[src/rtl/ps2_frame_receiver.sv]
// PS/2-style serial frame receiver: synchronised device pins, frame FSM with
// parity/framing/timeout classification, and a show-ahead frame FIFO.
module ps2_frame_receiver #(
  parameter int unsigned DATA_WIDTH  = 8,
  parameter int unsigned PARITY_MODE = 1,
  parameter logic [15:0] OVER_TIME   = 16'd1000,
  parameter int unsigned FIFO_DEPTH  = 4
) (
  input  logic                          clock,
  input  logic                          reset_n,
  input  logic                          peripheral_clock,
  input  logic                          device_clock,
  input  logic                          device_data,
  input  logic                          read_strobe,
  input  logic                          clear_error,
  output logic [DATA_WIDTH-1:0]         data_out,
  output logic                          data_valid,
  output logic [$clog2(FIFO_DEPTH):0]   fifo_count,
  output logic                          busy,
  output logic                          error_flag,
  output logic [1:0]                    error_code,
  output logic                          overflow_flag,
  output logic                          inhibit
);

  localparam int unsigned PW = $clog2(FIFO_DEPTH);
  localparam int unsigned CW = PW + 1;
  localparam int unsigned BW = $clog2(DATA_WIDTH + 1);
  localparam int unsigned TW = 16;

  typedef enum logic [1:0] {
    S_IDLE   = 2'd0,
    S_DATA   = 2'd1,
    S_PARITY = 2'd2,
    S_STOP   = 2'd3
  } state_t;

  // [0]/[1] are the synchroniser stages, [2] is the edge-detect copy
  logic [2:0] dclk_sh;
  logic [1:0] ddat_sh;
  logic [2:0] pclk_sh;

  state_t                state;
  logic [BW-1:0]         bit_cnt;
  logic [DATA_WIDTH-1:0] data_sr;
  logic                  parity_ok;
  logic [TW-1:0]         tcnt;

  logic [DATA_WIDTH-1:0] mem [FIFO_DEPTH];
  logic [PW-1:0]         wr_ptr;
  logic [PW-1:0]         rd_ptr;

  logic                  fall_c;
  logic                  prise_c;
  logic                  dat_c;
  logic                  stop_fall_c;
  logic                  timeout_c;
  logic                  push_req_c;
  logic                  pop_c;
  logic                  push_c;
  logic                  full_c;
  logic                  overflow_c;
  logic [CW-1:0]         count_next_c;
  logic [PW-1:0]         rd_next_c;
  logic [DATA_WIDTH-1:0] head_next_c;

  always_ff @(posedge clock or negedge reset_n) begin
    if (!reset_n) begin
      dclk_sh <= '0;
      ddat_sh <= '0;
      pclk_sh <= '0;
    end else begin
      dclk_sh <= {dclk_sh[1:0], device_clock};
      ddat_sh <= {ddat_sh[0], device_data};
      pclk_sh <= {pclk_sh[1:0], peripheral_clock};
    end
  end

  always_comb begin
    fall_c       = dclk_sh[2] & ~dclk_sh[1];
    prise_c      = pclk_sh[1] & ~pclk_sh[2];
    dat_c        = ddat_sh[1];
    stop_fall_c  = (state == S_STOP) && fall_c;
    timeout_c    = (state != S_IDLE) && !fall_c && prise_c && (tcnt == OVER_TIME - 16'd1);
    push_req_c   = stop_fall_c && dat_c && parity_ok;
    full_c       = (fifo_count == CW'(FIFO_DEPTH));
    pop_c        = read_strobe && (fifo_count != '0);
    push_c       = push_req_c && (!full_c || pop_c);
    overflow_c   = push_req_c && full_c && !pop_c;
    count_next_c = fifo_count + CW'(push_c) - CW'(pop_c);
    rd_next_c    = rd_ptr + PW'(pop_c);
    // A frame written into an otherwise-empty FIFO becomes the head directly
    if (count_next_c == '0) begin
      head_next_c = '0;
    end else if ((fifo_count - CW'(pop_c)) == '0) begin
      head_next_c = data_sr;
    end else begin
      head_next_c = mem[rd_next_c];
    end
  end

  // Frame state machine
  always_ff @(posedge clock or negedge reset_n) begin
    if (!reset_n) begin
      state     <= S_IDLE;
      bit_cnt   <= '0;
      data_sr   <= '0;
      parity_ok <= 1'b0;
      busy      <= 1'b0;
    end else if (timeout_c) begin
      state <= S_IDLE;
      busy  <= 1'b0;
    end else if (fall_c) begin
      case (state)
        S_IDLE: begin
          if (!dat_c) begin
            state     <= S_DATA;
            bit_cnt   <= '0;
            parity_ok <= 1'b1;
            busy      <= 1'b1;
          end
        end
        S_DATA: begin
          data_sr <= {dat_c, data_sr[DATA_WIDTH-1:1]};
          bit_cnt <= bit_cnt + BW'(1);
          if (bit_cnt == BW'(DATA_WIDTH - 1)) begin
            state <= (PARITY_MODE == 0) ? S_STOP : S_PARITY;
          end
        end
        S_PARITY: begin
          parity_ok <= ((^{data_sr, dat_c}) == (PARITY_MODE == 1));
          state     <= S_STOP;
        end
        S_STOP: begin
          state <= S_IDLE;
          busy  <= 1'b0;
        end
        default: state <= S_IDLE;
      endcase
    end
  end

  // Inter-edge timeout counter
  always_ff @(posedge clock or negedge reset_n) begin
    if (!reset_n) begin
      tcnt <= '0;
    end else if ((state == S_IDLE) || fall_c) begin
      tcnt <= '0;
    end else if (prise_c && (tcnt < OVER_TIME)) begin
      tcnt <= tcnt + TW'(1);
    end
  end

  // Sticky error and overflow status; a new event beats clear_error
  always_ff @(posedge clock or negedge reset_n) begin
    if (!reset_n) begin
      error_flag    <= 1'b0;
      error_code    <= 2'd0;
      overflow_flag <= 1'b0;
    end else begin
      if (timeout_c) begin
        error_flag <= 1'b1;
        error_code <= 2'd3;
      end else if (stop_fall_c && !dat_c) begin
        error_flag <= 1'b1;
        error_code <= 2'd2;
      end else if (stop_fall_c && !parity_ok) begin
        error_flag <= 1'b1;
        error_code <= 2'd1;
      end else if (clear_error) begin
        error_flag <= 1'b0;
        error_code <= 2'd0;
      end
      if (overflow_c) begin
        overflow_flag <= 1'b1;
      end else if (clear_error) begin
        overflow_flag <= 1'b0;
      end
    end
  end

  // Frame FIFO with registered show-ahead head
  always_ff @(posedge clock or negedge reset_n) begin
    if (!reset_n) begin
      for (int i = 0; i < FIFO_DEPTH; i++) begin
        mem[i] <= '0;
      end
      wr_ptr     <= '0;
      rd_ptr     <= '0;
      fifo_count <= '0;
      data_out   <= '0;
      data_valid <= 1'b0;
      inhibit    <= 1'b0;
    end else begin
      if (push_c) begin
        mem[wr_ptr] <= data_sr;
      end
      wr_ptr     <= wr_ptr + PW'(push_c);
      rd_ptr     <= rd_next_c;
      fifo_count <= count_next_c;
      data_out   <= head_next_c;
      data_valid <= (count_next_c != '0);
      inhibit    <= (count_next_c == CW'(FIFO_DEPTH));
    end
  end

endmodule

[config.mk]
export PLATFORM = sky130hd
export DESIGN_NAME = ps2_frame_receiver
export DESIGN_NICKNAME = d
export VERILOG_FILES = /design/src/rtl/ps2_frame_receiver.sv
export SDC_FILE = /design/constraint.sdc
export NUM_CORES = 1
export LEC_CHECK = 0
export ABC_CLOCK_PERIOD_IN_PS = 3000
export CORE_MARGIN = 5
export CORE_UTILIZATION = 25
export CTS_CLUSTER_SIZE = 8
export DETAILED_ROUTE_END_ITERATION = 7
export PLACE_DENSITY = 0.47
export SYNTH_ARGS = -nofsm -noshare
export SYNTH_HDL_FRONTEND = slang
export SYNTH_SLANG_ARGS = --single-unit
[constraint.sdc]
create_clock -name clock -period 3 [get_ports clock]
set_input_delay 0.45 -clock clock [delete_from_list [all_inputs] [get_ports clock]]
set_output_delay 0.45 -clock clock [all_outputs]
set_load 0.005 [all_outputs]
== Word level (Yosys, flattened, before mapping) ==
Index checks and enable logic that the tools add are counted.

* Add/subtract/negate cells: 7
* Order comparisons: 4
* Equal/unequal tests: 10
* Mux-type cells: 31
* Bitwise logic cells: 7
* Reductions and logical operators: 40

{| class="wikitable"
|+ Operator list
! kind !! count
|-
| 2-to-1 mux 8 bit || 5
|-
| bitwise mux 32 bit || 1
|-
| 2-to-1 mux 16 bit || 2
|-
| adder 16 x 1 -> 16 bit (second input constant) || 1
|-
| binary-select mux 8 bit (select 2 bit) || 1
|-
| demux 8 bit (select 2 bit) || 1
|-
| == test 16 x 10 -> 1 bit (second input constant) || 1
|-
| < comparator 16 x 10 -> 1 bit (second input constant) || 1
|-
| 2-to-1 mux 2 bit || 8
|-
| logical AND 1 bit || 14
|-
| nonzero test 2 bit || 6
|-
| AND reduction 3 bit || 3
|-
| nonzero test 3 bit || 3
|-
| parity 9 bit || 1
|-
| 2-to-1 mux 1 bit || 8
|-
| case mux 2 bit (4 select lines) || 1
|-
| case mux 4 bit (2 select lines) || 1
|-
| AND reduction 4 bit || 2
|-
| == test 3 bit (second input constant) || 2
|-
| >= comparator 3 bit (second input constant) || 2
|-
| logical NOT 3 bit || 2
|-
| != test 3 bit (second input constant) || 2
|-
| inverter 2 -> 3 bit || 2
|-
| subtractor 3 x 1 -> 3 bit || 2
|-
| 16 further kinds || 27
|}

* Register bits: 93
* Input port bits: 7
* Output and inout port bits: 18
* Word-level logic and storage cells: 121

== Logic depth before layout (Yosys ltp) ==
Gate-level depths: netlist of the first run.

* Word-level depth: 10
* Depth in mapped cells: 11
* Mapped depth without buffers: 11

== Worst setup path after synthesis of the first run ==
OpenSTA, ideal clock, no wires.

* Kind: flip-flop to flip-flop
* Start: reg fifo_count[0]
* End: reg data_out[0]
* Setup time: 0.150 ns
* Arrival: 2.538 ns
* Required time: 2.850 ns
* Slack: 0.313 ns
* Stages on the path, launching flop included: 9
* Buffers on the path: 0
* Clock period less this slack: 2.687 ns
* Cells stage by stage: dfrtp_1 -> or4b_1 -> nand2_1 -> ha_1 -> inv_1 -> ha_1 -> fa_1 -> nor3_1 -> nor2_1

* Elaborated cells on any way between the ends: 18
* Classes of those cells: add/sub (4); eq/ne (1); mux (5); bitwise (1); reduce/logical (7)

{| class="wikitable"
|+ RTL lines
! element !! RTL line !! text
|-
| from (decl) || 18 || <nowiki>output logic [$clog2(FIFO_DEPTH):0] fifo_count,</nowiki>
|-
| from (signal assigned) || 200 || <nowiki>fifo_count <= count_next_c;</nowiki>
|-
| == test 3 bit or nonzero test 3 bit (tied branches) || 86, 87 ||
|-
| logical NOT 1 bit or logical AND 1 bit (tied branches) || 88, 87 ||
|-
| logical OR 1 bit || 88 || <nowiki>push_c = push_req_c && (!full_c || pop_c);</nowiki>
|-
| logical AND 1 bit || 88 ||
|-
| adder 3 x 1 -> 3 bit || 90 || <nowiki>count_next_c = fifo_count + CW'(push_c) - CW'(pop_c);</nowiki>
|-
| subtractor 3 x 1 -> 3 bit (*) || 90 ||
|-
| net count_next_c[1] || 63 || <nowiki>logic [CW-1:0] count_next_c;</nowiki>
|-
| logical NOT 3 bit (*) || 93 || <nowiki>if (count_next_c == '0) begin</nowiki>
|-
| 2-to-1 mux 8 bit (*) || 93 ||
|-
| net head_next_c[0] || 65 || <nowiki>logic [DATA_WIDTH-1:0] head_next_c;</nowiki>
|-
| to (signal assigned) || 201 || <nowiki>data_out <= head_next_c;</nowiki>
|-
| to (decl) || 16 || <nowiki>output logic [DATA_WIDTH-1:0] data_out,</nowiki>
|}

The timed path passes the listed nets; every way through them passes the cells marked *. The select of a mux whose other input is x is not followed.
A chain may end at the register's enable or synchronous reset.

== Worst setup path after layout of the first run ==
* Start: in read_strobe
* End: reg data_out[7]

* Elaborated cells on any way between the ends: 15
* Classes of those cells: add/sub (4); mux (5); bitwise (1); reduce/logical (5)

{| class="wikitable"
|+ RTL lines
! element !! RTL line !! text
|-
| from (decl) || 14 || <nowiki>input logic read_strobe,</nowiki>
|-
| logical AND 1 bit (*) || 87 || <nowiki>pop_c = read_strobe && (fifo_count != '0);</nowiki>
|-
| logical OR 1 bit || 88 ||
|-
| logical AND 1 bit || 88 ||
|-
| adder 3 x 1 -> 3 bit || 90 ||
|-
| subtractor 3 x 1 -> 3 bit (*) || 90 ||
|-
| net count_next_c[1] || 63 ||
|-
| logical NOT 3 bit (*) || 93 ||
|-
| 2-to-1 mux 8 bit (*) || 93 ||
|-
| net head_next_c[7] || 65 ||
|}

Marks and branches as above.

==> flow_summary_export.csv, run 1 <==
group,metric,value,unit
critical_path,crit_path_max_fanout,9,
die,num_io_pins,25,
timing,final.setup_skew,7.72,ps
detailed_routing,final_antenna_net_count,0,
yosys,ys_ff_latch,93,
timing,layout_worst_path_cycle_share,0.868,
grt,grt_pass1_vias,2676,
die,core_area,0.0165,mm²
clock_network,hold_buffers,0,
yosys,ys_async_sr_fraction,1.00,
status,status,"finished clean",
layout,diodes,0,
die,die_area,0.0194,mm²
placed_design,placed_area,0.00473,mm²
yosys,yosys-top-cells-area,"dfrtp_1 (56%), mux2_2 (11%), mux4_2 (4.3%), ha_1 (3.3%), mux2i_1 (2.4%)",
yosys,synth_top_family_by_area,"multiplexers",
yosys,yosys.area_share.simple,0.124,
yosys,synth_cell_types,53,
detailed_routing,drt_pre_antenna_iters,4,
timing,fmax,0.384,GHz
die,die_h,139,µm
timing,worstMarginPinSlew,675,ps
detailed_routing,drt_iter0_markers,150,
timing,setup_ws,395,ps
layout,layout-drive-gt1-share,0.227,
clock_network,clk_latency,350,ps
critical_path,critPathMaxStageDelay,500,ps
timing,relSlewSlack,0.550,
die,num_rows,47,
detailed_routing,drt_wl_total,8.76,mm
layout,final_nets,376,
clock_network,cts_root_buffer,"clkbuf_16",
layout,syn_to_final_growth,20.3,%
yosys,netlist_instances,322,
run,drv_cap,0,
yosys,synth-adder-area-share,0.0377,
yosys,yosys_warnings,0,
critical_path,worstSetupPathType,"in -> reg",
timing,hold_viol_final,0,
layout,final_cell_mix,"dfrtp_1 (93), mux2_2 (40), clkdlybuf4s50_1 (23)",
yosys,synth_mux_area_frac,0.175,
grt,grt-ovfl-total,0,
die,start_util,0.254,
clock_network,cts_sinks,93,
grt,grt_pass1_wl,14.6,mm
yosys,ys.flop_type,"dfrtp_1",
grt,grt_max_degree,51,
yosys,synth-edff-count,0,
critical_path,start_kind,"input port",
pwr,irDropWorstVdd,381,µV
placed_design,gp_congestion,0.712,
critical_path,crit_top_cell,"ha_1",
critical_path,worstPathArrival,2840,ps
timing,rsz0062_at_grt,"no",
clock_network,cts.repair.resized,0,
pwr,p_seq_frac,0.419,
placed_design,hpwl,5.92,mm
critical_path,path_cells,"clkdlybuf4s50_1 -> or4b_1 -> nand2_1 -> ha_1 -> inv_1 -> ha_1 -> fa_1 -> nor3_1 -> buf_4 -> nor2_1",
critical_path,cp_slowest_cell,"or4b_1",
detailed_routing,vias_per_cell,4.48,
yosys,netlist_area,0.00418,mm²
placed_design,numPortBuffers,24,
timing,setup_tns,0,ps
yosys,synth_top_cell_area_share,0.557,
detailed_routing,wl_per_cell,15.0,µm
grt,antenna_found_initial,0,
clock_network,h-tree-depth,3,
layout,fillers,1685,
pwr,pwr_density_cell,806,mW/mm²
detailed_routing,drc_errors,0,
detailed_routing,vias,2609,
pwr,clkPwrFrac,0.277,
yosys,synthXorXnorAreaFrac,0.0284,
critical_path,reg2reg_setup_slack,410,ps
timing,finalMaxSlewViolations,0,
pwr,switching_power,1320,µW
yosys,synth.net_count,341,
clock_network,cts_setup_buffers,0,
layout,final_area,0.00503,mm²
clock_network,clk_path_buf_depth,2,
critical_path,rr_worst_depth,11,
hold_path,hold_class,"in -> async",
clock_network,clk_pin_slew,60,ps
die,fp.dieW,139,µm
clock_network,cts_buffers,9,
pwr,power_frac_comb,0.303,
grt,grt.total_usage,0.0955,
clock_network,cts_tree,"yes",
yosys,ys_seq_area_frac,0.557,
yosys,synth_top_cell_by_area,"dfrtp_1",
pwr,power.leakage,0.00232,µW
placed_design,place_ws,32.7,ps
yosys,syn_area_per_cell,13.0,µm²
timing,setup_viol,0,
layout,final_common_cell,"dfrtp_1",
timing,fin_crit,2600,ps
yosys,synth_compound_area_frac,0.0584,
critical_path,required,3230,ps
pwr,finalPower,4050,µW
pwr,power.internal,2730,µW
critical_path,setup.worst_path.end_class,"flip-flop",
pwr,netSwitchingFraction,0.326,
==> path summary, 6_finish.rpt <==
path                        startpoint     endpoint
hold / removal                 reset_n      tcnt[6]
setup reg to reg              state[0]  data_out[7]
setup / recovery           read_strobe  data_out[7]
min in group clock          ddat_sh[0]   ddat_sh[1]
hold reg to reg             ddat_sh[0]   ddat_sh[1]
max in group asynchronous      reset_n     state[0]
==> metrics by stage <==
| stage | instances | util | hold WS, ps |
|---|---|---|---|
| 3_5_place_dp | 566 | 0.287 | 335 |
| 5_1_grt | 582 | 0.305 | 199 |
| 2_1_floorplan | 322 | - | 154 |
| 6_report | 582 | 0.305 | 145 |
| 3_3_place_gp | 566 | 0.287 | 334 |
| 4_1_cts | 582 | 0.305 | 162 |
==> kinds of logic after synthesis <==
kind of cell / after synthesis
xor+xnor: 12
buf+inv: 20
mux: 58
compound gates: 37
flops: 93
simple gates: 90
fa+ha+maj: 12
==> critical path, delay by kind of cell <==
kind	cells	cell delay (ps)
adder cells (fa/ha/maj)	3	810
AND/OR/NAND/NOR	4	890
buffers and inverters	3	680
==> routing by layer <==
| metal | global-route usage | part of all wire |
|---|---|---|
| met5 | 0 | 0 |
| met4 | 0.0458 | 0.024 |
| met2 | 0.141 | 0.45 |
| met3 | 0.0274 | 0.034 |
| met1 | 0.129 | 0.49 |
==> flip-flops by register name, indices dropped and copies added, names as in the netlist <==
| register | count |
|---|---|
| parity_ok | 1 |
| wr_ptr | 2 |
| fifo_count | 3 |
| data_sr | 8 |
| data_out | 8 |
| error_flag | 1 |
| overflow_flag | 1 |
| state | 2 |
| pclk_sh | 3 |
| tcnt | 16 |
| dclk_sh | 3 |
| busy | 1 |
| mem | 32 |
| inhibit | 1 |
| bit_cnt | 4 |
| rd_ptr | 2 |
| error_code | 2 |
| ddat_sh | 2 |
| data_valid | 1 |
==> power by group through the flow <==
| stage | Combinational [µW] | Sequential, µW | Clock [µW] |
|---|---|---|---|
| floorplan | 852 | 1640 | 0 |
| global placement | 1230 | 1710 | 0 |
| detailed placement | 1250 | 1720 | 0 |
| CTS | 1260 | 1700 | 1160 |
| global route | 1370 | 1740 | 1210 |
| finish | 1230 | 1700 | 1120 |
==> synthesized netlist by cell type, types with 4 or more instances <==
library cell  count
a21oi_1          11
and2_1            5
nand3b_1          4
inv_1            11
nand2_1          17
o21ai_0           8
mux4_2            8
nand2b_1          6
nor2_1           19
xnor2_1           6
mux2i_1          10
nand3_1           6
ha_1             11
dfrtp_1          93
o31ai_1           4
xor2_1            5
clkbuf_1          5
mux2_2           40
==> area by class of cell <==
type / instances / area (µm²) / share of cell area
repair buffers: 33 / 318 / 0.0632
flip-flops and latches: 93 / 2330 / 0.463
clock buffers: 12 / 267 / 0.0530
inverters: 11 / 41.3 / 0.00821
well taps: 220 / 275 / 0.0548
multi-input cells: 209 / 1770 / 0.352
clock inverters: 4 / 30.0 / 0.00597
No activity file was read; power rests on OpenSTA's default activity.
==> run 2, diff against run 1 <==
--- a/config.mk
+++ b/config.mk
@@ -6,5 +6,5 @@
 export NUM_CORES = 1
 export LEC_CHECK = 0
-export ABC_CLOCK_PERIOD_IN_PS = 3000
+export ABC_CLOCK_PERIOD_IN_PS = 2400
 export CORE_MARGIN = 5
 export CORE_UTILIZATION = 25
==> constraint.sdc (replaced) <==
create_clock -name clock -period 2.4 [get_ports clock]
set_input_delay 0.36 -clock clock [delete_from_list [all_inputs] [get_ports clock]]
set_output_delay 0.36 -clock clock [all_outputs]
set_load 0.05 [all_outputs]
==> run 2 against run 1 <==
Effect of this change: the run now ends with setup timing left; total power is 41% higher; register-to-register slack got worse by 440 ps; count of clock-buffer cells in the layout is 3 lower; via count grew 1.6%; design area is 4.9% higher; non-clock buffer count up 16.
==> flow_summary_export.csv, run 2 (same netlist as run 1, synthesis figures left out) <==
group,metric,value,unit
pwr,netSwitchingFraction,0.340,
pwr,power.internal,3770,µW
critical_path,start_kind,"input port",
critical_path,setup.worst_path.end_class,"flip-flop",
pwr,finalPower,5710,µW
detailed_routing,drc_errors,0,
critical_path,worstPathArrival,2660,ps
timing,hold_viol_final,0,
hold_path,hold_class,"in -> async",
clock_network,cts_sinks,93,
layout,syn_to_final_growth,26.1,%
layout,diodes,0,
timing,setup_ws,-34.2,ps
detailed_routing,drt_iter0_markers,171,
layout,final_common_cell,"dfrtp_1",
timing,relSlewSlack,0.574,
die,start_util,0.254,
layout,largest_reg_flops,32,
die,core_area,0.0165,mm²
status,status,"finished with violations",
critical_path,worstSetupPathType,"in -> reg",
critical_path,required,2630,ps
pwr,switching_power,1940,µW
grt,grt_pass1_vias,2786,
critical_path,critPathMaxStageDelay,500,ps
status,violations,"setup timing",
clock_network,clk_path_buf_depth,2,
detailed_routing,vias,2651,
grt,antenna_found_initial,0,
clock_network,clk_pin_slew,70,ps
critical_path,startpoint,"read_strobe",
clock_network,hold_buffers,0,
placed_design,place_inst,582,
clock_network,h-tree-depth,3,
clock_network,cts_buffers,9,
detailed_routing,wl_per_cell,14.4,µm
pwr,pwr_density_cell,1080,mW/mm²
timing,fin_crit,2430,ps
timing,worstMarginPinSlew,638,ps
pwr,irDropWorstVdd,483,µV
detailed_routing,final_antenna_net_count,0,
layout,final_nets,392,
die,die_area,0.0194,mm²
pwr,power.leakage,0.00243,µW
timing,setup_viol,9,
die,fp.dieW,139,µm
critical_path,path_cells,"clkdlybuf4s50_1 -> or4b_4 -> nand2_2 -> ha_4 -> inv_1 -> ha_2 -> fa_2 -> xnor2_2 -> nor3_4 -> buf_12 -> nor2_1",
placed_design,numPortBuffers,24,
grt,grt_pass1_wl,14.8,mm
placed_design,hpwl,5.95,mm
detailed_routing,vias_per_cell,4.44,
critical_path,crit_path_max_fanout,9,
grt,grt-ovfl-total,0,
detailed_routing,drt_pre_antenna_iters,4,
detailed_routing,drt_wl_total,8.59,mm
layout,final_cell_mix,"dfrtp_1 (90), mux2_2 (40), clkdlybuf4s50_1 (23)",
pwr,clkPwrFrac,0.263,
critical_path,cp_slowest_cell,"or4b_4",
grt,grt_max_degree,50,
timing,layout_worst_path_cycle_share,1.01,
timing,final.setup_skew,10.8,ps
layout,postLayoutCoreUtil,0.320,
layout,top_register,"mem",
pwr,p_seq_frac,0.366,
placed_design,gp_congestion,0.783,
clock_network,cts_tree,"yes",
grt,grt.total_usage,0.0950,
die,die_h,139,µm
timing,fmax,0.411,GHz
clock_network,clk_latency,340,ps
timing,finalMaxSlewViolations,0,
timing,hold_ws,21.7,ps
layout,stdcell_count,597,
placed_design,place_ws,-464,ps
run,drv_cap,0,
critical_path,r2r-start,"fifo_count[0]",
layout,reg.largest.list,"mem (32), tcnt (16)",
timing,rsz0062_at_grt,"yes",
die,num_rows,47,
pwr,power_frac_comb,0.371,
layout,layout-drive-gt1-share,0.289,
die,num_io_pins,25,
clock_network,cts_root_buffer,"clkbuf_16",
## run 2: cell count changes in the layout (fill, tap and decap cells not counted), sizes merged
cell | before | now
buf | 10 | 26
clkbuf | 12 | 9
bufinv | 0 | 2
clkinv | 2 | 3
clkinvlp | 1 | 0
## run 2: critical path, delay by kind of cell
kind                       cells  cell delay, ps
and+or+nand+nor                4             880
adders and majority gates      3             640
buffers and inverters          3             610
xor gates and xnor gates       1             170
## run 2: path summary, 6_finish.rpt
path,slack (ps),cells past startpoint,end
setup / recovery,-30,11,data_out[6]
hold / removal,20,1,pclk_sh[0]
setup reg to reg,-30,10,data_out[6]
hold reg to reg,350,0,pclk_sh[1]
max in group asynchronous,1750,2,bit_cnt[3]
min in group clock,350,0,pclk_sh[1]
## run 2: layout make-up
class,instances,area (µm²)
clock inverters,6,87.6
flip-flops and latches,93,2330
repair buffers,49,488
well taps,220,275
fillers,1627,11200
inverters,11,41.3
multi-input cells,209,1820
clock buffers,9,225
## run 2: per-layer routing
| layer | track usage | share of wire | up-vias |
|---|---|---|---|
| met5 | 0 | 0 | - |
| met4 | 0.0505 | 0.023 | 0 |
| met3 | 0.0216 | 0.034 | 15 |
| met2 | 0.144 | 0.47 | 34 |
| met1 | 0.127 | 0.48 | 1330 |
| li1 | - | - | 1272 |
## run 2: metrics by stage
stage,setup TNS [ps],instance area (µm²)
after floorplan,-1250,4200
after global placement,-5070,4920
after detailed placement,-5770,4920
after CTS,-275,5260
after global routing,-1390,5270
final,-242,5270
## run 2: power by group through the flow
stage	registers, µW	logic [µW]	clock network, µW
2_1_floorplan	2290	1140	0
3_3_place_gp	2110	2100	0
3_5_place_dp	2120	2120	0
4_1_cts	2090	2150	1560
5_1_grt	2140	2310	1620
6_report	2090	2120	1500
## run 2: what timing repair did
action / CTS / global route
setup endpoints to repair: 9 / 18
gates cloned: 0 / 0
setup buffers: 0 / 0
gates resized for setup: 5 / 3
pin swaps: 2 / 0
